===== src/rtl/div_seq_ctrl.sv =====
// Sequential restoring divider for RISC-V DIV/DIVU/REM/REMU with pipeline stall control.
// Optional macro DIV_EARLY_OUT_EN: divide-by-zero and signed overflow skip the iterations.
module div_seq_ctrl #(
  parameter int XLEN = 32
) (
  input  logic            clk,
  input  logic            rst_n,
  input  logic            start,
  input  logic [2:0]      funct3,
  input  logic [XLEN-1:0] A,
  input  logic [XLEN-1:0] B,
  input  logic            flush,
  output logic            stall,
  output logic            busy,
  output logic            done,
  output logic [XLEN-1:0] result
);

  typedef enum logic [1:0] {S_IDLE = 2'd0, S_BUSY = 2'd1, S_DONE = 2'd2} state_e;

  localparam logic [XLEN-1:0] ALL_ONES  = {XLEN{1'b1}};
  localparam logic [XLEN-1:0] ALL_ZEROS = {XLEN{1'b0}};
  localparam logic [5:0]      LAST_STEP = 6'(XLEN - 1);

  state_e          state_q, state_d;
  logic [5:0]      cnt_q, cnt_d;
  logic [XLEN-1:0] a_q, a_d, b_q, b_d, quo_q, quo_d, rem_q, rem_d;
  logic [XLEN-1:0] result_q, result_d;
  logic            is_rem_q, is_rem_d, q_neg_q, q_neg_d, r_neg_q, r_neg_d;
  logic            div0_q, div0_d, busy_q, busy_d, done_q, done_d;

  logic            a_neg_s, b_neg_s, accept_s, div0_s;
  logic [XLEN-1:0] a_mag_s, b_mag_s, quo_step_s, rem_step_s, res_fin_s;
  logic [XLEN:0]   rem_shift_s, diff_s;

  assign a_neg_s  = ~funct3[0] & A[XLEN-1];
  assign b_neg_s  = ~funct3[0] & B[XLEN-1];
  assign a_mag_s  = a_neg_s ? (ALL_ZEROS - A) : A;
  assign b_mag_s  = b_neg_s ? (ALL_ZEROS - B) : B;
  assign div0_s   = (B == ALL_ZEROS);
  // Flush kills an issuing op before it is accepted, so that cycle is not frozen.
  assign accept_s = (state_q == S_IDLE) & start & funct3[2] & ~flush;

`ifdef DIV_EARLY_OUT_EN
  logic            ovf_s;
  logic [XLEN-1:0] special_res_s;
  assign ovf_s = ~funct3[0] & (A == {1'b1, {(XLEN-1){1'b0}}}) & (B == ALL_ONES);
  assign special_res_s = div0_s ? (funct3[1] ? A : ALL_ONES)
                                : (funct3[1] ? ALL_ZEROS : {1'b1, {(XLEN-1){1'b0}}});
`endif

  // One restoring step on the magnitudes, plus sign fix-up of the final step.
  always_comb begin
    rem_shift_s = {rem_q, quo_q[XLEN-1]};
    diff_s      = rem_shift_s - {1'b0, b_q};
    if (diff_s[XLEN]) begin
      rem_step_s = rem_shift_s[XLEN-1:0];
      quo_step_s = {quo_q[XLEN-2:0], 1'b0};
    end else begin
      rem_step_s = diff_s[XLEN-1:0];
      quo_step_s = {quo_q[XLEN-2:0], 1'b1};
    end
    // Magnitude division by zero would give a negated quotient for negative A.
    if (div0_q) begin
      res_fin_s = is_rem_q ? a_q : ALL_ONES;
    end else if (is_rem_q) begin
      res_fin_s = r_neg_q ? (ALL_ZEROS - rem_step_s) : rem_step_s;
    end else begin
      res_fin_s = q_neg_q ? (ALL_ZEROS - quo_step_s) : quo_step_s;
    end
  end

  // Next-state logic for the FSM and the datapath registers.
  always_comb begin
    state_d  = state_q;
    cnt_d    = cnt_q;
    a_d      = a_q;
    b_d      = b_q;
    quo_d    = quo_q;
    rem_d    = rem_q;
    is_rem_d = is_rem_q;
    q_neg_d  = q_neg_q;
    r_neg_d  = r_neg_q;
    div0_d   = div0_q;
    result_d = result_q;
    case (state_q)
      S_IDLE: begin
        if (accept_s) begin
          a_d      = A;
          b_d      = b_mag_s;
          quo_d    = a_mag_s;
          rem_d    = ALL_ZEROS;
          cnt_d    = 6'd0;
          is_rem_d = funct3[1];
          q_neg_d  = a_neg_s ^ b_neg_s;
          r_neg_d  = a_neg_s;
          div0_d   = div0_s;
          state_d  = S_BUSY;
`ifdef DIV_EARLY_OUT_EN
          if (div0_s || ovf_s) begin
            state_d  = S_DONE;
            result_d = special_res_s;
          end else begin
            state_d  = S_BUSY;
          end
`endif
        end else begin
          state_d = S_IDLE;
        end
      end
      S_BUSY: begin
        if (flush) begin
          state_d = S_IDLE;
        end else begin
          quo_d = quo_step_s;
          rem_d = rem_step_s;
          cnt_d = cnt_q + 6'd1;
          if (cnt_q == LAST_STEP) begin
            state_d  = S_DONE;
            result_d = res_fin_s;
          end else begin
            state_d  = S_BUSY;
          end
        end
      end
      S_DONE:  state_d = S_IDLE;
      default: state_d = S_IDLE;
    endcase
    busy_d = (state_d != S_IDLE);
    done_d = (state_d == S_DONE);
  end

  // State and output registers.
  always_ff @(posedge clk or negedge rst_n) begin
    if (!rst_n) begin
      state_q  <= S_IDLE;
      cnt_q    <= 6'd0;
      a_q      <= ALL_ZEROS;
      b_q      <= ALL_ZEROS;
      quo_q    <= ALL_ZEROS;
      rem_q    <= ALL_ZEROS;
      is_rem_q <= 1'b0;
      q_neg_q  <= 1'b0;
      r_neg_q  <= 1'b0;
      div0_q   <= 1'b0;
      result_q <= ALL_ZEROS;
      busy_q   <= 1'b0;
      done_q   <= 1'b0;
    end else begin
      state_q  <= state_d;
      cnt_q    <= cnt_d;
      a_q      <= a_d;
      b_q      <= b_d;
      quo_q    <= quo_d;
      rem_q    <= rem_d;
      is_rem_q <= is_rem_d;
      q_neg_q  <= q_neg_d;
      r_neg_q  <= r_neg_d;
      div0_q   <= div0_d;
      result_q <= result_d;
      busy_q   <= busy_d;
      done_q   <= done_d;
    end
  end

  assign stall  = accept_s | (state_q == S_BUSY);
  assign busy   = busy_q;
  assign done   = done_q;
  assign result = result_q;

endmodule


===== config.mk =====
export PLATFORM = sky130hd
export DESIGN_NAME = div_seq_ctrl
export DESIGN_NICKNAME = d
export VERILOG_FILES = /design/src/rtl/div_seq_ctrl.sv
export SDC_FILE = /design/constraint.sdc
export NUM_CORES = 1
export LEC_CHECK = 0
export ABC_CLOCK_PERIOD_IN_PS = 6300
export BUFFER_PORTS_ARGS = -buffer_cell sky130_fd_sc_hd__buf_2
export CORE_MARGIN = 2
export CORE_UTILIZATION = 47
export DETAILED_ROUTE_END_ITERATION = 8
export GPL_ROUTABILITY_DRIVEN = 0
export PLACE_DENSITY = 0.65
export SETUP_SLACK_MARGIN = 0.5
export SLEW_MARGIN = 20
export SYNTH_ARGS = -nofsm -noshare
export SYNTH_HDL_FRONTEND = slang
export SYNTH_SLANG_ARGS = --single-unit

===== constraint.sdc =====
create_clock -name clk -period 6.3 [get_ports clk]
set_input_delay 0.945 -clock clk [delete_from_list [all_inputs] [get_ports clk]]
set_output_delay 0.945 -clock clk [all_outputs]
set_load 0.03 [all_outputs]

# Yosys cells after proc, flatten, opt, wreduce, memory -nomap -nowiden
# Cells that the tools add are included.
# classes
mux	22
n_reduce_logical	7
addsub	6
n_eq_ne	5
n_bitwise	9
# ops
operator	count
32-bit two-way mux	12
32-bit one-hot mux with 2 select lines	2
1-bit by 32-bit subtractor with 32-bit output, first input constant	4
33-bit by 32-bit subtractor with 33-bit output	1
32-bit logical NOT	1
6-bit two-way mux	2
6-bit one-hot mux with 2 select lines	1
6-bit by 1-bit adder with 6-bit output, second input constant	1
6-bit by 5-bit equality test with 1-bit output, second input constant	1
3-bit AND reduction	2
1-bit bitwise AND	5
2-bit two-way mux	2
2-bit inequality test, second input constant	2
2-bit one-hot mux with 2 select lines	1
2-bit nonzero test	2
2-bit by 1-bit equality test with 1-bit output, second input constant	1
2-bit equality test, second input constant	1
2-bit logical NOT	1
1-bit two-way mux	2
1-bit NOT	2
2-bit AND reduction	1
1-bit OR	1
1-bit bitwise XOR	1
# totals
reg_bits	174
elab_cells	62
out_inout_bits	35
in_bits	71

# Logic depth before layout (Yosys ltp)
# Gate-level depths: netlist of run 1.
# depth
depth_word	7
mapped_depth	24
ltp_nobuf	20

# Worst setup path before layout of run 1
# OpenSTA, ideal clock, no wires.
# synth_timing
kind	register -> register
startpoint	register b_q[0]
endpoint	register result_q[30] (netlist: result[30])
synth_period_minus_slack_ns	4.752
slack_ns	1.548
stages_incl_launch_ff	23
setup_ns	0.135
required_time_ns	6.165
path_buffers	5
t_arrival_ns	4.617
cell_sequence	dfrtp_1 > ha_1 > fa_1 > nand2b_1 > a21o_1 > a21oi_2 > o21ai_1 > a211oi_2 > buf_6 > buf_8 > buf_4 > buf_4 > buf_2 > a21oi_1 > inv_1 > ha_1 > inv_1 > nor3_1 > mux2_2 > nand3_4 > or4b_4 > a2111oi_2 > a211oi_1
# synth_between
elab_chain_len	6
word_cells_on_any_way	9
cone_classes	add/sub (3); mux (6)
# synth_lines
item	line_no	source
start: declaration	27	logic [XLEN-1:0] a_q, a_d, b_q, b_d, quo_q, quo_d, rem_q, rem_d;
start signal: assignment	139	b_q <= ALL_ZEROS;
start signal: assignment	153	b_q <= b_d;
33-bit by 32-bit subtractor with 33-bit output *	55	diff_s = rem_shift_s - {1'b0, b_q};
1-bit two-way mux / 32-bit two-way mux (equally long branches)	56	if (diff_s[XLEN]) begin
1-bit by 32-bit subtractor with 32-bit output (on tied branches)	69, 67	
32-bit two-way mux (on tied branches)	69, 67	
32-bit two-way mux *	66	end else if (is_rem_q) begin
32-bit two-way mux *	64	if (div0_q) begin
end signal: assignment	160	result_q <= result_d;
end: declaration	28	logic [XLEN-1:0] result_q, result_d;
# Every way passes the cells marked *; elsewhere a longest branch is shown, timed or not.
# A chain may end at the register's enable or synchronous reset.

# Worst setup path after layout of run 1
# layout_timing
startpoint	register quo_q[31]
endpoint	register result_q[30] (netlist: result[30])
# layout_between
elab_chain_len	6
word_cells_on_any_way	9
cone_classes	add/sub (3); mux (6)
# layout_lines
item	line_no	source
start: declaration	27	
start signal: assignment	154	quo_q <= quo_d;
33-bit by 32-bit subtractor with 33-bit output	55	
1-bit two-way mux / 32-bit two-way mux (equally long branches)	56	
1-bit by 32-bit subtractor with 32-bit output (on tied branches)	69, 67	
32-bit two-way mux (on tied branches)	69, 67	
32-bit two-way mux *	66	
32-bit two-way mux *	64	
# Marks and branches as above.

==> metrics.md, run 1 <==
| Metric | Value |
|---|---|
| Run status | `finished, final reports clean` |
| Final critical delay including setup and external delays | `5.231 ns` |
| Post-Synth Simple-Gate Area | `21.56%` |
| Reg clk slew, reported paths | `0.08 ns` |
| RSZ-0062 raised after global routing | `no` |
| Starting density of the core | `47.72%` |
| Kind of critical path | `register to register` |
| Switching power total | `3.492 mW` |
| Global-route wire length before repair | `60.62 mm` |
| DP Cell Count | `1981` |
| Worst hold path class | `register to register` |
| Hold violation total from the final report | `0` |
| Total overflow reported by the global router | `0` |
| Mux cell area share after synthesis | `2.995%` |
| Power per cell area | `492.6 mW/mm²` |
| Vias per Instance | `5.945` |
| Final number of max-transition violations | `0` |
| Buffer cell driving the clock tree root | `sky130_fd_sc_hd__clkbuf_16` |
| Post-synthesis xor/xnor area fraction | `9.015%` |
| Count of flip-flops with a built-in enable after synthesis | `0` |
| Filler cells | `2564` |
| Total via count after detailed routing | `11.97k` |
| # H-tree levels | `4` |
| CP cell instances | `inv_1, ha_1, fa_1, nand2b_1, a21o_1, a21oi_2, o21ai_1, a211oi_4, buf_4, a21oi_1, inv_1, ha_1, inv_1, nor3_1, mux2_2, nand3_4, or4b_4, a2111oi_2, a211oi_1` |
| # port buffers | `105` |
| CTS tree | `built` |
| Headroom to the max-slew limit | `30.49%` |
| Post-DRT Antenna Nets | `0` |
| Clk sinks | `174` |
| Share of the clock period used by the worst path after layout | `83.03%` |
| Clock Path Buffers | `2` |
| Maximum clock frequency | `191.2 MHz` |
| Highest cell delay on the worst timing path | `0.66 ns` |
| Count of placed standard cells in the final layout, fillers left out | `2013` |
| Kind of cell adding the most delay to the critical path | `compound AO/OA/AOI/OAI gates` |
| Synth Area in Compound Gates | `23.80%` |
| Worst-case vdd ir drop | `0.4930 mV` |
| Final cell area excluding filler cells | `0.01412 mm²` |
| Total die area | `0.02862 mm²` |
| Reg power frac | `22.7%` |
| Average instance area after synthesis | `7.981 µm²` |
| Most common cell on crit path | `sky130_fd_sc_hd__inv_1` |
| Setup TNS Final | `0 ns` |
| Share of synthesized area occupied by flip-flops and latches | `33.95%` |
| Slowest stage cell on the critical path | `sky130_fd_sc_hd__buf_4` |
| Worst setup margin | `1.069 ns` |
| Worst Setup End Kind | `register` |
| Worst-skew pair later-pin latency | `0.45 ns` |
| Post-synthesis adder-cell area fraction | `3.766%` |
| Wire length per cell after detailed routing | `18.64 µm` |
| Largest net degree at the start of global routing | `79` |
| Setup Fix Bufs, Post-CTS | `0` |
| Fraction of layout cells with a size suffix above 1 | `11.84%` |
| Type of origin of the critical path | `register` |
| Post-detailed-route DRC marker count | `0` |
| Required time worst endpoint | `6.62 ns` |
| Part of the power in the clock network | `15.5%` |
| Hold-fix buffers, CTS | `0` |
| Final setup skew | `0.01605 ns` |
| Core ar. | `0.02688 mm²` |
| Number of buffers and inverters on the critical path | `4` |
| Net count after synthesis | `1716` |
| Count of unique library cells instantiated by Yosys | `88` |
| Combinational family with the most area after synthesis | `compound AO/OA/AOI/OAI gates` |
| Horizontal die dimension | `169.2 µm` |
| Post-Place Worst Slack | `1.169 ns` |
| Register bit total from synthesis | `174` |
| Standby leakage power | `6.269 nW` |
| Initial antenna violation count | `0` |
| Fin nets | `1768` |
| Ports | `106` |
| Routed wire length | `37.52 mm` |
| Finish-stage setup viols | `0` |
| CTS Buf Count | `17` |
| Slew of the pin with the lowest slew margin | `1.040 ns` |
| Cts repair resizes | `0` |
| Number of violations of the max-capacitance limit | `0` |
| Combined area of the multi-input logic cells | `0.007870 mm²` |
| Synth async-reset ratio | `100.0%` |
| Number of placement rows | `60` |
| Synthesis warning total | `0` |
| Diode count | `0` |
| FF/Latch Area | `0.004354 mm²` |
| Most instantiated flip-flop cell in the synthesis netlist | `sky130_fd_sc_hd__dfrtp_1` |
| Number of global-route vias before repair | `11.28k` |
| Portion of total power attributed to combinational logic | `61.8%` |
| Largest fanout on the critical path | `65` |
| Sum of net half-perimeters after detailed placement | `27.58 mm` |
| Post-detailed-placement cell area | `0.01353 mm²` |
| Int Pwr | `3.465 mW` |
| Height of the die | `169.2 µm` |
| Area growth from synthesis to layout | `10.12%` |
| Iteration count of the initial detailed-routing pass | `5` |
| Post-synth design cell area | `0.01282 mm²` |
| Fraction of power spent switching nets | `50.19%` |
| Number of DRC markers in iteration 0 | `929` |
| Overall Global Routing Usage | `26.69%` |
| Data arrival time of the critical path | `5.55 ns` |
| Post-synthesis instance total | `1607` |
## Yosys cell counts (all sizes together) (12+ instances only)
library cell  number  area, µm²
nand2b            14      87.58
or4               17      127.6
nand2            310       1166
a21o              12      90.09
mux2i             29      294.0
a21oi             85      451.7
xor2              68      595.6
o31ai             26      222.7
o21ai            204       1021
nor4              14      87.58
o41ai             12      105.1
nor3              35      175.2
xnor2             64      560.5
inv               58      217.7
buf               25      162.6
o211ai            16      120.1
or3               23      143.9
dfrtp            174       4354
nand4             17      106.4
nand3             20      130.1
a31oi             13      81.33
clkbuf            64      241.5
nor2              99      371.6
ha                37      462.9
a22oi             20      150.1
## worst min-delay path, cell delays in order, from the launching register on
cell	delay, ns
sky130_fd_sc_hd__dfrtp_1	0.34
sky130_fd_sc_hd__nand2_1	0.05
sky130_fd_sc_hd__nand2_1	0.05
## state kept, by name, indices dropped and copies added (netlist names), 2 cells and up
name,count
rem_q,32
result,32
cnt_q,6
a_q,32
b_q,32
state_q,2
quo_q,32
## metal layers
layer	GRT usage [%]	vias up	share of wire (%)	wire length, µm
li1	-	5856	-	-
met1	35.65	5762	44	16680
met2	45.64	306	49	18440
met3	3.265	43	4.2	1572
met4	7.655	0	2.2	826
met5	0	-	0	0
## layout make-up
class                           instances  area share, %
Inverter                               60          1.595
Multi-Input combinational cell       1284          55.73
Sequential cell                       174          30.83
Tap cell                              341          3.021
Clock buffer                           18          3.110
Timing Repair Buffer                  122          4.669
Clock inverter                         14          1.045
## placed cells by master (no fill, tap or decap), drive strengths merged, types with 14 or more instances in the layout
| cell type | instances |
|---|---|
| a21oi | 85 |
| a22oi | 20 |
| buf | 122 |
| clkbuf | 18 |
| dfrtp | 174 |
| ha | 37 |
| inv | 66 |
| mux2i | 29 |
| nand2 | 310 |
| nand2b | 14 |
| nand3 | 20 |
| nand4 | 17 |
| nor2 | 99 |
| nor3 | 35 |
| nor4 | 14 |
| o211ai | 16 |
| o21ai | 204 |
| o31ai | 26 |
| or3 | 23 |
| or4 | 17 |
| xnor2 | 64 |
| xor2 | 68 |
## worst paths after layout
path                                        from                     end  slack [ns]  depth (start not counted)
min in group asynchronous                  rst_n     b_q[29]$_DFFE_PN0P_        0.51                          1
max in group asynchronous                  rst_n    quo_q[2]$_DFFE_PN0P_        4.59                          2
hold reg to reg              a_q[11]$_DFFE_PN0P_     a_q[11]$_DFFE_PN0P_        0.47                          2
setup / recovery           quo_q[31]$_DFFE_PN0P_  result[30]$_DFFE_PN0P_        1.07                         19
hold / removal               a_q[11]$_DFFE_PN0P_     a_q[11]$_DFFE_PN0P_        0.47                          2
setup reg to reg           quo_q[31]$_DFFE_PN0P_  result[30]$_DFFE_PN0P_        1.07                         19
## cell families (layout without fill, tap and decap cells)
| logic type | Yosys count | count (layout) |
|---|---|---|
| xor gates and xnor gates | 132 | 132 |
| DFF | 174 | 174 |
| buffers and inverters | 149 | 214 |
| muxes | 37 | 37 |
| adders and majority gates | 38 | 38 |
| AOI/OAI and AO/OA | 478 | 478 |
| and+or+nand+nor | 599 | 599 |
## metrics by stage
step,hold slack [ns],power (mW),util [%]
global placement,0.4500,5.770,50.35
detailed placement,0.4571,5.825,50.35
CTS,0.4759,6.916,52.54
finish,0.4726,6.957,52.55
global route,0.4979,7.491,52.55
floorplan,0.4390,4.850,-
## power groups by stage
stage	logic [mW]	clock network, mW	registers (mW)
after floorplan	3.34	0	1.51
after global placement	4.18	0	1.59
after detailed placement	4.23	0	1.60
after CTS	4.25	1.09	1.58
after global routing	4.74	1.14	1.61
final	4.30	1.08	1.58
Power figures use the tool's default switching activity.
==> inputs of run 2 (changes only) <==
--- a/config.mk
+++ b/config.mk
@@ -5,13 +5,13 @@
 export SDC_FILE = /design/constraint.sdc
 export NUM_CORES = 1
 export LEC_CHECK = 0
-export ABC_CLOCK_PERIOD_IN_PS = 6300
+export ABC_CLOCK_PERIOD_IN_PS = 4500
 export BUFFER_PORTS_ARGS = -buffer_cell sky130_fd_sc_hd__buf_2
 export CORE_MARGIN = 2
 export CORE_UTILIZATION = 47
 export DETAILED_ROUTE_END_ITERATION = 8
 export GPL_ROUTABILITY_DRIVEN = 0
-export PLACE_DENSITY = 0.65
+export PLACE_DENSITY = 0.68
 export SETUP_SLACK_MARGIN = 0.5
 export SLEW_MARGIN = 20
 export SYNTH_ARGS = -nofsm -noshare
==> constraint.sdc (replaced) <==
create_clock -name clk -period 4.5 [get_ports clk]
set_input_delay 0.675 -clock clk [delete_from_list [all_inputs] [get_ports clk]]
set_output_delay 0.675 -clock clk [all_outputs]
set_load 0.03 [all_outputs]
==> run 2 against run 1 <==
Against the previous run:
- fmax grew 27%
- utilization up 4.2 points
- total power increased by 64%
- via count rose by 5.1%
- global-route usage up 1.2 points
- critical path type unchanged
- critical endpoint unchanged
- largest cell class unchanged
==> metrics.md, run 2 (same netlist as run 1, synthesis figures left out) <==
| Metric | Value |
|---|---|
| Fraction of layout cells with a size suffix above 1 | `20.21%` |
| Beginning of the worst register-to-register path | `rem_q[5]$_DFFE_PN0P_` |
| Ports | `106` |
| Overall Global Routing Usage | `27.84%` |
| Number of placement rows | `60` |
| Total via count after detailed routing | `12.58k` |
| Final cell area excluding filler cells | `0.01524 mm²` |
| Largest net degree at the start of global routing | `95` |
| Total overflow reported by the global router | `0` |
| Number of violations of the max-capacitance limit | `0` |
| CTS tree | `built` |
| Setup slack on the worst flop-to-flop path | `0.37 ns` |
| Worst hold path class | `input port to async pin` |
| Diode count | `0` |
| # H-tree levels | `4` |
| Setup TNS Final | `0 ns` |
| Wire length per cell after detailed routing | `19.27 µm` |
| Number of buffers and inverters on the critical path | `2` |
| Highest cell delay on the worst timing path | `0.54 ns` |
| Share of the clock period used by the worst path after layout | `91.84%` |
| Horizontal die dimension | `169.2 µm` |
| Core ar. | `0.02688 mm²` |
| Finish-stage setup viols | `0` |
| Slowest stage cell on the critical path | `sky130_fd_sc_hd__or4b_4` |
| Standby leakage power | `6.643 nW` |
| Type of origin of the critical path | `register` |
| Hold violation total from the final report | `0` |
| Kind of cell adding the most delay to the critical path | `compound AO/OA/AOI/OAI gates` |
| Data arrival time of the critical path | `4.46 ns` |
| Worst-skew pair later-pin latency | `0.45 ns` |
| CP cell instances | `ha_2, buf_4, a21oi_1, or2_1, a311oi_4, buf_4, o211ai_1, a21oi_1, o211ai_1, mux2i_1, nand4b_1, or4b_4, a2111oi_4, a211oi_1` |
| Initial antenna violation count | `0` |
| Worst-case vdd ir drop | `0.4889 mV` |
| Iteration count of the initial detailed-routing pass | `6` |
| # port buffers | `105` |
| Post-detailed-placement cell area | `0.01380 mm²` |
| Run status | `finished, final reports clean` |
| Slew of the pin with the lowest slew margin | `0.8940 ns` |
| Post-DRT Antenna Nets | `0` |
| Kind of critical path | `register to register` |
| Tot Pwr | `11.44 mW` |
| Buffer cell driving the clock tree root | `sky130_fd_sc_hd__clkbuf_16` |
| Most frequent standard cell in the layout excluding fill and tap cells | `sky130_fd_sc_hd__nand2_1` |
| Vias per Instance | `6.068` |
| Worst Setup End Kind | `register` |
| Final number of max-transition violations | `0` |
| Final core occ | `56.71%` |
| Global-route wire length before repair | `63.27 mm` |
| Length in cells of the worst reg-to-reg path | `14` |
| Destination of the worst register-to-register timing path | `result[30]$_DFFE_PN0P_` |
| Most used cells in the layout excluding fill and tap cells | `sky130_fd_sc_hd__nand2_1, sky130_fd_sc_hd__o21ai_0, sky130_fd_sc_hd__dfrtp_1` |
| Final setup skew | `0.01587 ns` |
| Sum of net half-perimeters after detailed placement | `28.42 mm` |
| Post-detailed-route DRC marker count | `0` |
| Height of the die | `169.2 µm` |
| Power per cell area | `750.7 mW/mm²` |
| Filler cells | `2422` |
| Total die area | `0.02862 mm²` |
| Worst setup margin | `0.3673 ns` |
| Clk sinks | `174` |
| Clock Path Buffers | `2` |
| Fin nets | `1829` |
| Required time worst endpoint | `4.82 ns` |
| Maximum clock frequency | `242.0 MHz` |
| RSZ-0062 raised after global routing | `yes` |
| Starting density of the core | `47.72%` |
| Reg clk slew, reported paths | `0.08 ns` |
| Post-Place Worst Slack | `0.07910 ns` |
| Area growth from synthesis to layout | `18.84%` |
| Number of DRC markers in iteration 0 | `971` |
| Headroom to the max-slew limit | `40.40%` |
| CTS Buf Count | `17` |
| Routed wire length | `39.95 mm` |
| Number of global-route vias before repair | `11.92k` |
| Largest fanout on the critical path | `7` |
| Final critical delay including setup and external delays | `4.133 ns` |
-- run 2: changes by cell type in the layout (fill, tap and decap cells not counted), sizes merged --
cell | before | now
buf | 122 | 182
bufbuf | 0 | 1
clkbuf | 18 | 17
-- run 2: layout make-up --
cell class | count | area [µm²] | area share, %
Clock inverter | 14 | 146.4 | 0.9605
Timing Repair Buffer | 183 | 1194 | 7.832
Inverter | 60 | 227.7 | 1.494
Multi-Input combinational cell | 1284 | 8459 | 55.50
Tap cell | 341 | 426.7 | 2.799
Sequential cell | 174 | 4362 | 28.62
Clock buffer | 17 | 425.4 | 2.791
-- run 2: worst max path at each step --
stage,startpoint,endpoint,slack [ns],cells past startpoint
finish,rem_q[5]$_DFFE_PN0P_,result[30]$_DFFE_PN0P_,0.37,14
global route,rem_q[29]$_DFFE_PN0P_,result[30]$_DFFE_PN0P_,0.19,17
CTS,b_q[0]$_DFFE_PN0P_,result[30]$_DFFE_PN0P_,0.37,18
detailed placement,rem_q[6]$_DFFE_PN0P_,result[30]$_DFFE_PN0P_,0.08,17
global placement,rem_q[6]$_DFFE_PN0P_,result[30]$_DFFE_PN0P_,0.19,17
floorplan,b_q[0]$_DFFE_PN0P_,result[30]$_DFFE_PN0P_,0.13,22
-- run 2: stage by stage --
step                hold WS [ns]  std cells
finish                    0.3011       2073
global route              0.3600       2073
CTS                       0.3475       2058
detailed placement        0.4590       2006
global placement          0.4519       2006
floorplan                 0.3794       1607
-- run 2: layer usage --
layer	track usage, %	part of all wire (%)	wire length, µm
met1	36.24	41	16410
met2	46.64	49	19430
met3	3.568	6.1	2423
met4	12.19	4.2	1687
met5	0	0	0
-- run 2: report_power, final --
part | leakage, nW | switching [mW] | internal [mW] | total [mW]
Sequential | 2.26 | 0.411 | 1.87 | 2.28
Clock | 0.278 | 0.747 | 0.738 | 1.48
Combinational | 4.11 | 4.44 | 3.23 | 7.68
-- run 2: timing repair --
action,4_1_cts,5_1_grt
endpoints found under the setup margin,15,21
setup buffers,19,15
resized for setup,47,72
gates cloned,2,0
pin swaps,23,35
hold buffers,0,0
==> inputs of run 3 (changes only) <==
--- a/config.mk
+++ b/config.mk
@@ -12,7 +12,7 @@
 export DETAILED_ROUTE_END_ITERATION = 8
 export GPL_ROUTABILITY_DRIVEN = 0
 export PLACE_DENSITY = 0.68
-export SETUP_SLACK_MARGIN = 0.5
+export SETUP_SLACK_MARGIN = 0.05
 export SLEW_MARGIN = 20
 export SYNTH_ARGS = -nofsm -noshare
 export SYNTH_HDL_FRONTEND = slang
==> constraint.sdc (replaced) <==
create_clock -name clk -period 4.5 [get_ports clk]
set_input_delay 0.675 -clock clk [delete_from_list [all_inputs] [get_ports clk]]
set_output_delay 0.675 -clock clk [all_outputs]
set_load 0.005 [all_outputs]
==> run 3 against run 2 <==
Against the previous run:
- first-iteration DRC count fell by 4.0%
- clock skew fell by 0.0028 ns
- global-route usage fell by 1.2 points
- final area fell by 5.0%
- die area did not move
- worst hold slack got worse by 0.0094 ns
- clock power rose by 3%
- fmax fell by 4.2%
- via count fell by 2.0%
- largest cell class unchanged
==> metrics.md, run 3 (same netlist as run 1, synthesis figures left out) <==
| Metric | Value |
|---|---|
| Diode count | `0` |
| Slowest stage cell on the critical path | `sky130_fd_sc_hd__or4b_4` |
| Tot Pwr | `10.34 mW` |
| Area growth from synthesis to layout | `12.92%` |
| Type of origin of the critical path | `register` |
| Starting density of the core | `47.72%` |
| Vias per Instance | `6.040` |
| Count of placed standard cells in the final layout, fillers left out | `2041` |
| Post-DRT Antenna Nets | `0` |
| Setup TNS Final | `0 ns` |
| Maximum clock frequency | `231.9 MHz` |
| Hold-fix buffers, CTS | `0` |
| Slew of the pin with the lowest slew margin | `1.089 ns` |
| Worst hold path class | `input port to async pin` |
| CP cell instances | `ha_2, and4_4, nor4b_4, a211o_1, o211a_1, a211oi_4, buf_4, buf_12, mux2_2, nand4b_1, or4b_4, a2111oi_4, a211oi_1` |
| Wire length per cell after detailed routing | `18.84 µm` |
| Post-detailed-route DRC marker count | `0` |
| Number of violations of the max-capacitance limit | `0` |
| Total via count after detailed routing | `12.33k` |
| Beginning of the worst register-to-register path | `rem_q[12]$_DFFE_PN0P_` |
| Clock Path Buffers | `2` |
| Number of buffers and inverters on the critical path | `2` |
| Horizontal die dimension | `169.2 µm` |
| Global-route wire length before repair | `60.68 mm` |
| CP Launch Point | `rem_q[12]$_DFFE_PN0P_` |
| Height of the die | `169.2 µm` |
| Data arrival time of the critical path | `4.62 ns` |
| Reg clk slew, reported paths | `0.08 ns` |
| Largest net degree at the start of global routing | `91` |
| Kind of cell adding the most delay to the critical path | `compound AO/OA/AOI/OAI gates` |
| Sum of net half-perimeters after detailed placement | `28.07 mm` |
| Clk sinks | `174` |
| Required time worst endpoint | `4.81 ns` |
| Routed wire length | `38.45 mm` |
| Largest fanout on the critical path | `52` |
| Worst-case vdd ir drop | `0.5765 mV` |
| Worst Setup End Kind | `register` |
| DP Cell Count | `2004` |
| Final number of max-transition violations | `0` |
| RSZ-0062 raised after global routing | `no` |
| CTS tree | `built` |
| Iteration count of the initial detailed-routing pass | `5` |
| Fin nets | `1796` |
| Total overflow reported by the global router | `0` |
| Kind of critical path | `register to register` |
| Total die area | `0.02862 mm²` |
| Initial antenna violation count | `0` |
| Most used cells in the layout excluding fill and tap cells | `sky130_fd_sc_hd__nand2_1, sky130_fd_sc_hd__o21ai_0, sky130_fd_sc_hd__dfrtp_1` |
| Ports | `106` |
| # H-tree levels | `4` |
| Fraction of layout cells with a size suffix above 1 | `14.59%` |
| CTS Buf Count | `17` |
| Most frequent standard cell in the layout excluding fill and tap cells | `sky130_fd_sc_hd__nand2_1` |
| Share of the clock period used by the worst path after layout | `95.83%` |
| Run status | `finished, final reports clean` |
| Power per cell area | `714.1 mW/mm²` |
| Number of placement rows | `60` |
| Overall Global Routing Usage | `26.68%` |
| Finish-stage setup viols | `0` |
| Headroom to the max-slew limit | `27.22%` |
| Worst-skew pair later-pin latency | `0.44 ns` |
| Core ar. | `0.02688 mm²` |
| Hold violation total from the final report | `0` |
| Final setup skew | `0.01312 ns` |
| Buffer cell driving the clock tree root | `sky130_fd_sc_hd__clkbuf_16` |
| # port buffers | `105` |
| Number of global-route vias before repair | `11.53k` |
| Number of DRC markers in iteration 0 | `932` |
| Final critical delay including setup and external delays | `4.313 ns` |
| Highest cell delay on the worst timing path | `0.54 ns` |
| Standby leakage power | `6.409 nW` |
-- run 3: layer usage --
metal	vias to the layer above	GRT usage, %	routed length (µm)	share of wire (%)
li1	5899	-	-	-
met1	5941	34.91	16540	43
met2	411	45.11	18740	49
met3	76	3.708	1870	4.9
met4	0	9.885	1297	3.4
met5	-	0	0	0
-- run 3: final cells by class --
type | instances | area [µm²]
clock buffers | 19 | 442.9
clock inverters | 13 | 141.4
fillers | 2587 | 12390
inverters | 60 | 225.2
multi-input cells | 1284 | 8004
flip-flops and latches | 174 | 4355
well taps | 341 | 426.7
repair buffers | 150 | 885.9
-- run 3: metrics by stage --
step           hold slack [ns]  worst slack (ns)  utilization [%]  area (µm²)
2_1_floorplan           0.3794           0.05068                -       12880
3_3_place_gp            0.4519            0.1865            51.20       13760
3_5_place_dp            0.4515           0.07456            51.20       13760
4_1_cts                 0.3486           0.05723            53.38       14350
5_1_grt                 0.3659           0.03862            53.88       14480
6_report                0.2918            0.1875            53.88       14480
-- run 3: power breakdown --
group          switching (mW)  internal [mW]
logic                    4.00           2.60
registers               0.365           1.87
clock network           0.715          0.802
-- run 3: path summary, 6_finish.rpt --
check                                    endpoint  slack [ns]  cells past startpoint
hold / removal              quo_q[26]$_DFFE_PN0P_        0.29                      1
hold reg to reg            result[12]$_DFFE_PN0P_        0.47                      2
min in group clk             is_rem_q$_DFFE_PN0P_        0.42                      3
max in group asynchronous      b_q[7]$_DFFE_PN0P_        3.21                      2
setup reg to reg           result[30]$_DFFE_PN0P_        0.19                     13
setup / recovery           result[30]$_DFFE_PN0P_        0.19                     13
-- run 3: timing repair --
item                       CTS  global route
buffers inserted             0             5
gates resized for setup      1            22
pin swaps                    0             7
gates cloned                 0             0
setup endpoints to repair    1            10
